[src/rtl/clk_div_pkg.sv]
// clk_div_pkg: shared widths and named half-period constants for the clock dividers
package clk_div_pkg;
    localparam int DEF_CNT_W  = 25;
    localparam int HP_1HZ_50M = 25_000_000;
    localparam int HP_SCAN_1K = 25_000;
endpackage

[src/rtl/clk_div_ch.sv]
// clk_div_ch: one programmable divider channel with shadowed half-period
module clk_div_ch
    import clk_div_pkg::*;
#(
    parameter int CNT_W = DEF_CNT_W
) (
    input  logic             clk,
    input  logic             rst_n,
    input  logic             en,
    input  logic             sync,
    input  logic [CNT_W-1:0] div,
    output logic             clk_out,
    output logic             tick
);
    logic [CNT_W-1:0] cnt;
    logic [CNT_W-1:0] div_sh;

    // sync/disable reload the shadow; a zero shadow freezes; terminal count toggles and reloads
    always_ff @(posedge clk or negedge rst_n) begin
        if (!rst_n) begin
            cnt     <= '0;
            div_sh  <= '0;
            clk_out <= 1'b0;
            tick    <= 1'b0;
        end else if (sync || !en) begin
            cnt     <= '0;
            div_sh  <= div;
            clk_out <= 1'b0;
            tick    <= 1'b0;
        end else if (div_sh == '0) begin
            tick    <= 1'b0;
        end else if (cnt == div_sh - CNT_W'(1)) begin
            cnt     <= '0;
            div_sh  <= div;
            clk_out <= ~clk_out;
            tick    <= 1'b1;
        end else begin
            cnt     <= cnt + CNT_W'(1);
            tick    <= 1'b0;
        end
    end
endmodule

[src/rtl/clk_div_multi.sv]
// clk_div_multi: N_CH independent programmable clock dividers sharing one sync input
module clk_div_multi
    import clk_div_pkg::*;
#(
    parameter int N_CH  = 2,
    parameter int CNT_W = DEF_CNT_W
) (
    input  logic                  clk,
    input  logic                  rst_n,
    input  logic [N_CH-1:0]       en,
    input  logic                  sync,
    input  logic [N_CH*CNT_W-1:0] div,
    output logic [N_CH-1:0]       clk_out,
    output logic [N_CH-1:0]       tick
);
    for (genvar i = 0; i < N_CH; i++) begin : g_ch
        clk_div_ch #(.CNT_W(CNT_W)) u_ch (
            .clk     (clk),
            .rst_n   (rst_n),
            .en      (en[i]),
            .sync    (sync),
            .div     (div[i*CNT_W +: CNT_W]),
            .clk_out (clk_out[i]),
            .tick    (tick[i])
        );
    end
endmodule

[config.mk]
export PLATFORM = sky130hd
export DESIGN_NAME = clk_div_multi
export DESIGN_NICKNAME = d
export VERILOG_FILES = /design/src/rtl/clk_div_pkg.sv /design/src/rtl/clk_div_ch.sv /design/src/rtl/clk_div_multi.sv
export SDC_FILE = /design/constraint.sdc
export NUM_CORES = 1
export LEC_CHECK = 0
export BUFFER_PORTS_ARGS = -buffer_cell sky130_fd_sc_hd__buf_2
export CAP_MARGIN = 20
export CORE_AREA = 4 4 118 148
export CTS_CLUSTER_SIZE = 24
export DETAILED_ROUTE_END_ITERATION = 10
export DIE_AREA = 0 0 122 152
export PLACE_DENSITY = 0.64
export SYNTH_ARGS = -nofsm -noshare
export SYNTH_HDL_FRONTEND = slang
export SYNTH_HIERARCHICAL = 1
export SYNTH_SLANG_ARGS = --single-unit
[constraint.sdc]
create_clock -name clk -period 4.38 [get_ports clk]
set_clock_uncertainty 0.15 [all_clocks]
set_input_delay 0.876 -clock clk [delete_from_list [all_inputs] [get_ports clk]]
set_output_delay 0.876 -clock clk [all_outputs]
set_load 0.01 [all_outputs]
==> metrics.txt, run 1 <==
status finished, final reports clean; root buffer cell clkbuf_16; fmax between 0.2 and 0.3 GHz; Synth Flop Type dfrtp_1; Synth Area in Simple Gates around 28%; Clock Tree Buf Depth 2; RSZ-0062 raised after global routing no; final hold viol count 0; Post-DP HPWL 13630 um; Setup CP Type flop to flop; clock sink count roughly 100; Cell Count, Final, Fillers Out roughly 1000; Post-Synth Adder-Cell Area 0.6930%; Routed met2 length 9472 um; vias in the first global route between 5000 and 6000; cts repair resizes 0; vias per inst 5.880; CP endpoint kind flop; number of fillers in the final layout around 1600; Die Wd between 100 and 150 um; max incr delay on CP around 0.60 ns; final wirelength about 18000 um; Final setup viols 0; Buffers & Inverters on Critical Path 1; largest delay contributor family on the critical path simple AND/OR/NAND/NOR gates; Hold Crit Depth 1; routed vias 6133; top sig layer met4; CTS tree built; layout cells sized above 1 a little under a fifth; CP Data Required Time 4.47 ns; setup bufs post-CTS 0; reg2reg path depth 9; Ys Warns 6; mux cell area share after synthesis 8.611%; initial antenna violation count 0; clk_lat worst skew 0.36 ns; # nets final 881; Critical Path Start Type flop; Arrival @ worst endpoint ~3.9 ns; crit path time final between 3 and 4 ns; xor-xnor portion of the synthesized cell area about 7.8%; Final Core Density between 40 and 50%; Post-synth ARST share between 90% and 100%; Placed Area 0.007625 mm2; met3 WL slightly below 600 um; relative slew slack about 43%; largest net degree at the start of global routing just over 60; GR Util All Layers a little over 20%; Design Area, Final between 0.007 and 0.008 mm2; number of synthesized register bits around 100; final worst path period share slightly below 90%; worst hold path type flop to flop; Post-synth EDFFs 0; area grow syn2layout 9.408%; IO Port Bufs slightly below 60; ant diodes 0; Synth Area in Compound Gates 13.44%; Core ar. 0.01607 mm2; total negative slack 0 ns; Routed WL per cell 17.62 um; critical path's slowest cell nor4_1; die area 0.01854 mm2; Peak VDD IR 0.1866 mV; CTS clk-pin slew, worst paths 0.07 ns; Antenna Nets Post-Route 0; Core Rows 52; gpl congestion approximately 0.93; Seq/Total Area, Yosys a little over a third; CTS Buf Count 9; GRT overflow 0; IO Count between 50 and 60; main combinational cell family by area after synthesis simple AND/OR/NAND/NOR gates; Post-Syn Instances between 700 and 800; worst-path cell chain nor4_1 -> nand4_1 -> or3_4 -> xnor2_1 -> and4_1 -> nand4_4 -> o21ai_4 -> buf_4 -> mux2_2; Power Dens Cells about 270 mW/mm2; DR DRC count 0; WP depth 9; starting DRC count in detailed routing between 400 and 500; die height 152 um; CP Max Fanout 25; Synthesized Nets 840; static leakage 3.165 nW; met1 wire length between 7000 and 8000 um; Slew Limit Fails 0; starting density of the core between 40 and 50%; Initial DRT Pass Iterations 4; mapped cell area roughly 0.0072 mm2; Post-Place Cells 1027; H-tree Lvls 3; first-pass GRT wire length around 30000 um; hold buffer count at CTS 0; Slew @ Worst Pin between 0.8 and 0.9 ns; Post-Syn Area per Cell slightly above 9 um2; Distinct cells, synth 73; # Max-Cap Violations 0
-- placed cells by master, fill, tap and decap left out, types with 19 or more instances in the layout --
cell	instances
a31oi_1	19
and3_1	19
xnor2_1	38
buf_2	57
dfrtp_1	104
nand4_1	20
nand3_1	42
inv_1	19
nand2_1	64
xor2_1	26
a21oi_1	20
nor3_1	22
nor2_1	58
-- layout make-up --
cell class | instances | area (um2) | share of cell area [%]
Clock buffer | 12 | 246.5 | 3.120
Tap cell | 216 | 270.3 | 3.420
Timing Repair Buffer | 75 | 420.4 | 5.321
Inverter | 19 | 71.32 | 0.9026
Multi-Input combinational cell | 613 | 4260 | 53.92
Sequential cell | 104 | 2603 | 32.94
Clock inverter | 4 | 30.03 | 0.3800
-- through the flow --
stage               power, W  hold WS, ns  setup WS, ns
floorplan           0.001271       0.3473        0.9714
global placement    0.001367       0.3843        0.6718
detailed placement  0.001369       0.3826        0.5780
CTS                 0.002146       0.3956        0.5632
global route        0.002220       0.4379        0.2269
finish              0.002120       0.3957        0.5668
-- metal layers --
metal | vias to the layer above | track usage, %
met5 | - | 0
met4 | 0 | 9.717
met3 | 44 | 2.380
met2 | 126 | 35.54
met1 | 2970 | 24.27
li1 | 2993 | -
-- sequential cells by signal (all words and copies together), names as in the netlist --
| register | flops |
|---|---|
| g_ch.u_ch/cnt | 50 |
| g_ch.u_ch/div_sh | 50 |
| g_ch.u_ch/clk_out | 2 |
| g_ch.u_ch/tick | 2 |
-- cells by family after synthesis --
family,Yosys count
buffers and inverters,64
AND/OR/NAND/NOR,357
XOR/XNOR,64
flip-flops,104
multiplexers,53
adder cells (fa/ha/maj),4
AO/OA/AOI/OAI,135
-- worst paths after layout --
| path | from | endpoint | slack (ns) |
|---|---|---|---|
| worst max-delay path | g_ch[0].u_ch/div_sh[12] | g_ch[0].u_ch/div_sh[12] | 0.57 |
| worst min-delay path | g_ch[1].u_ch/cnt[24] | g_ch[1].u_ch/cnt[24] | 0.40 |
| worst max register to register | g_ch[0].u_ch/div_sh[12] | g_ch[0].u_ch/div_sh[12] | 0.57 |
| worst min register to register | g_ch[1].u_ch/cnt[24] | g_ch[1].u_ch/cnt[24] | 0.40 |
| max in group asynchronous | rst_n | g_ch[0].u_ch/cnt[22] | 2.79 |
| min in group asynchronous | rst_n | g_ch[1].u_ch/div_sh[0] | 0.46 |
-- synthesized netlist by cell type, types with 9 or more instances --
cell type / count / area [um2]
nor2b_1: 9 / 56.30
or3_1: 11 / 68.82
a21oi_1: 20 / 100.1
nor3_1: 22 / 110.1
mux2_4: 10 / 150.1
inv_1: 19 / 71.32
and3_1: 19 / 118.9
nand3_1: 42 / 210.2
nand2_1: 64 / 240.2
or4_1: 10 / 75.07
clkbuf_1: 24 / 90.09
nand4_1: 20 / 125.1
mux2_1: 18 / 202.7
and3_2: 12 / 90.09
mux2i_1: 10 / 100.1
xnor2_1: 38 / 332.8
mux2_2: 15 / 168.9
o31ai_1: 16 / 120.1
and4_1: 10 / 87.58
xor2_1: 26 / 227.7
nor2_1: 58 / 217.7
a31oi_1: 19 / 118.9
o21ai_0: 15 / 75.07
dfrtp_1: 104 / 2603
a22oi_1: 14 / 105.1
nor4_1: 15 / 93.84
-- worst reg2reg max path, stage by stage, from the launching register on --
cell and delay, ns:
dfrtp_1 0.46, nor4_1 0.60, nand4_1 0.32, or3_4 0.46, xnor2_1 0.20, and4_1 0.28, nand4_4 0.26, o21ai_4 0.20
buf_4 0.36, mux2_2 0.40
-- power by group --
| group | internal, W | total (W) | switching (W) |
|---|---|---|---|
| Clock | 0.000403 | 0.000770 | 0.000367 |
| Combinational | 0.000134 | 0.000278 | 0.000145 |
| Sequential | 0.00100 | 0.00107 | 0.0000718 |
| Total | 0.00154 | 0.00212 | 0.000583 |
Power figures use the tool's default switching activity.
==> run 2: changes to the inputs <==
--- a/config.mk
+++ b/config.mk
@@ -7,11 +7,12 @@
 export LEC_CHECK = 0
 export BUFFER_PORTS_ARGS = -buffer_cell sky130_fd_sc_hd__buf_2
 export CAP_MARGIN = 20
-export CORE_AREA = 4 4 118 148
+export CORE_AREA = 4 4 119 149
 export CTS_CLUSTER_SIZE = 24
 export DETAILED_ROUTE_END_ITERATION = 10
-export DIE_AREA = 0 0 122 152
-export PLACE_DENSITY = 0.64
+export DIE_AREA = 0 0 123 153
+export MAX_ROUTING_LAYER = met4
+export PLACE_DENSITY = 0.63
 export SYNTH_ARGS = -nofsm -noshare
 export SYNTH_HDL_FRONTEND = slang
 export SYNTH_HIERARCHICAL = 1
==> run 2 against run 1 <==
Net effect: clock-buffer cell count grew 1; setup slack worse by 0.16 ns; routed wire length increased by 5.5%; critical path type unchanged; largest power group unchanged.
==> metrics.txt, run 2 (synthesis results as in run 1) <==
GR Util All Layers a little over a fifth; relative slew slack ~33%; Die Wd 123 um; GRT overflow 0; Pwr Total 0.002126 W; Setup CP Type flop to flop; Core Rows 52; H-tree Lvls 3; clk_lat worst skew 0.35 ns; routed vias 6331; CTS tree built; starting DRC count in detailed routing 505; most common cell after layout, fill and taps aside dfrtp_1; Slew @ Worst Pin roughly 1.0 ns; gpl congestion 0.8907; total negative slack 0 ns; area grow syn2layout 9.217%; worst hold path type flop to flop; # nets final 878; Critical Path Start Type flop; largest net degree at the start of global routing 67; CP endpoint kind flop; IO Count 59; most frequent cells in the layout 104 x dfrtp_1, 64 x nand2_1, 58 x nor2_1; CP Max Fanout 25; CTS clk-pin slew, worst paths around 0.070 ns; Power Dens Cells ~270 mW/mm2; hold buffer count at CTS 0; Peak VDD IR roughly 0.22 mV; Final Core Density 48.69%; Post-DP HPWL 14370 um; layout cells sized above 1 between 10% and 20%; Initial DRT Pass Iterations 6; Core ar. around 0.016 mm2; Cell Count, Final, Fillers Out approximately 1000; DR DRC count 0; setup bufs post-CTS 0; first-pass GRT wire length 30890 um; final hold viol count 0; biggest regs g_ch.u_ch/cnt: 50 flops, g_ch.u_ch/div_sh: 50 flops; vias in the first global route around 6200; Clock Tree Buf Depth 2; Final setup viols 0; final worst path period share 90.60%; die height approximately 150 um; cts repair resizes 0; root buffer cell clkbuf_16; starting density of the core between 40 and 50%; Antenna Nets Post-Route 0; ant diodes 0; CP Data Required Time about 4.5 ns; Arrival @ worst endpoint between 4 and 5 ns; final setup margin 0.4115 ns; Post-Place Cells slightly above 1000; CTS Buf Count 9; IO Port Bufs 58; final wirelength a little under 20000 um; fmax roughly 0.25 GHz; Routed WL per cell 18.65 um; Slew Limit Fails 0; # Max-Cap Violations 0; crit path time final between 3 and 4 ns; initial antenna violation count 0; clock sink count about 100; die area 0.01882 mm2; vias per inst ~6.1; pre-CTS setup slack ~0.46 ns; RSZ-0062 raised after global routing no; status finished, final reports clean; static leakage approximately 3.1 nW
## run 2: cell types whose count changed in the layout (fill, tap and decap cells not counted)
cell,before,now
clkinvlp_4,1,2
clkbuf_2,0,1
clkinv_2,1,0
clkinv_4,2,0
buf_12,0,1
clkbuf_8,1,2
buf_4,18,13
## run 2: final timing paths
| kind | cells after the start | end | start | slack, ns |
|---|---|---|---|---|
| max in group asynchronous | 2 | g_ch[0].u_ch/cnt[22] | rst_n | 2.79 |
| hold reg to reg | 1 | g_ch[1].u_ch/cnt[24] | g_ch[1].u_ch/cnt[24] | 0.40 |
| min in group asynchronous | 1 | g_ch[1].u_ch/clk_out | rst_n | 0.49 |
| setup reg to reg | 9 | g_ch[0].u_ch/div_sh[14] | g_ch[0].u_ch/div_sh[12] | 0.41 |
| hold / removal | 1 | g_ch[1].u_ch/cnt[24] | g_ch[1].u_ch/cnt[24] | 0.40 |
| setup / recovery | 9 | g_ch[0].u_ch/div_sh[14] | g_ch[0].u_ch/div_sh[12] | 0.41 |
## run 2: layout make-up
| type | count | area [um2] |
|---|---|---|
| inverters | 19 | 71.32 |
| well taps | 216 | 270.3 |
| multi-input cells | 613 | 4260 |
| repair buffers | 72 | 407.9 |
| flip-flops and latches | 104 | 2603 |
| fillers | 1567 | 8313 |
| clock buffers | 13 | 260.3 |
| clock inverters | 2 | 15.01 |
## run 2: report_power, final
group,total [W],switching (W),internal (W)
logic,0.000279,0.000146,0.000134
registers,0.00107,0.0000727,0.00100
clock network,0.000774,0.000359,0.000415
total,0.00213,0.000578,0.00155
## run 2: per-layer routing
layer  global-route usage [%]  part of all wire, %
met1                    23.45                   39
met2                    37.24                   52
met3                    2.366                  4.6
met4                    10.55                  4.0
met5                        -                    0
## run 2: worst max-delay path, cell delays in order, from the launching register on
cell and delay, ns:
dfrtp_1 0.47, nor4_1 0.69, nand4_1 0.33, or3_4 0.47, xnor2_1 0.21, and4_1 0.28
nand4_4 0.27, o21ai_4 0.21, buf_4 0.36, mux2_2 0.39
## run 2: per-stage QoR
stage | hold slack [ns] | instance area (um2)
floorplan | 0.3473 | 7222
global route | 0.4202 | 7888
CTS | 0.3930 | 7883
finish | 0.4003 | 7888
detailed placement | 0.3836 | 7607
global placement | 0.3699 | 7607
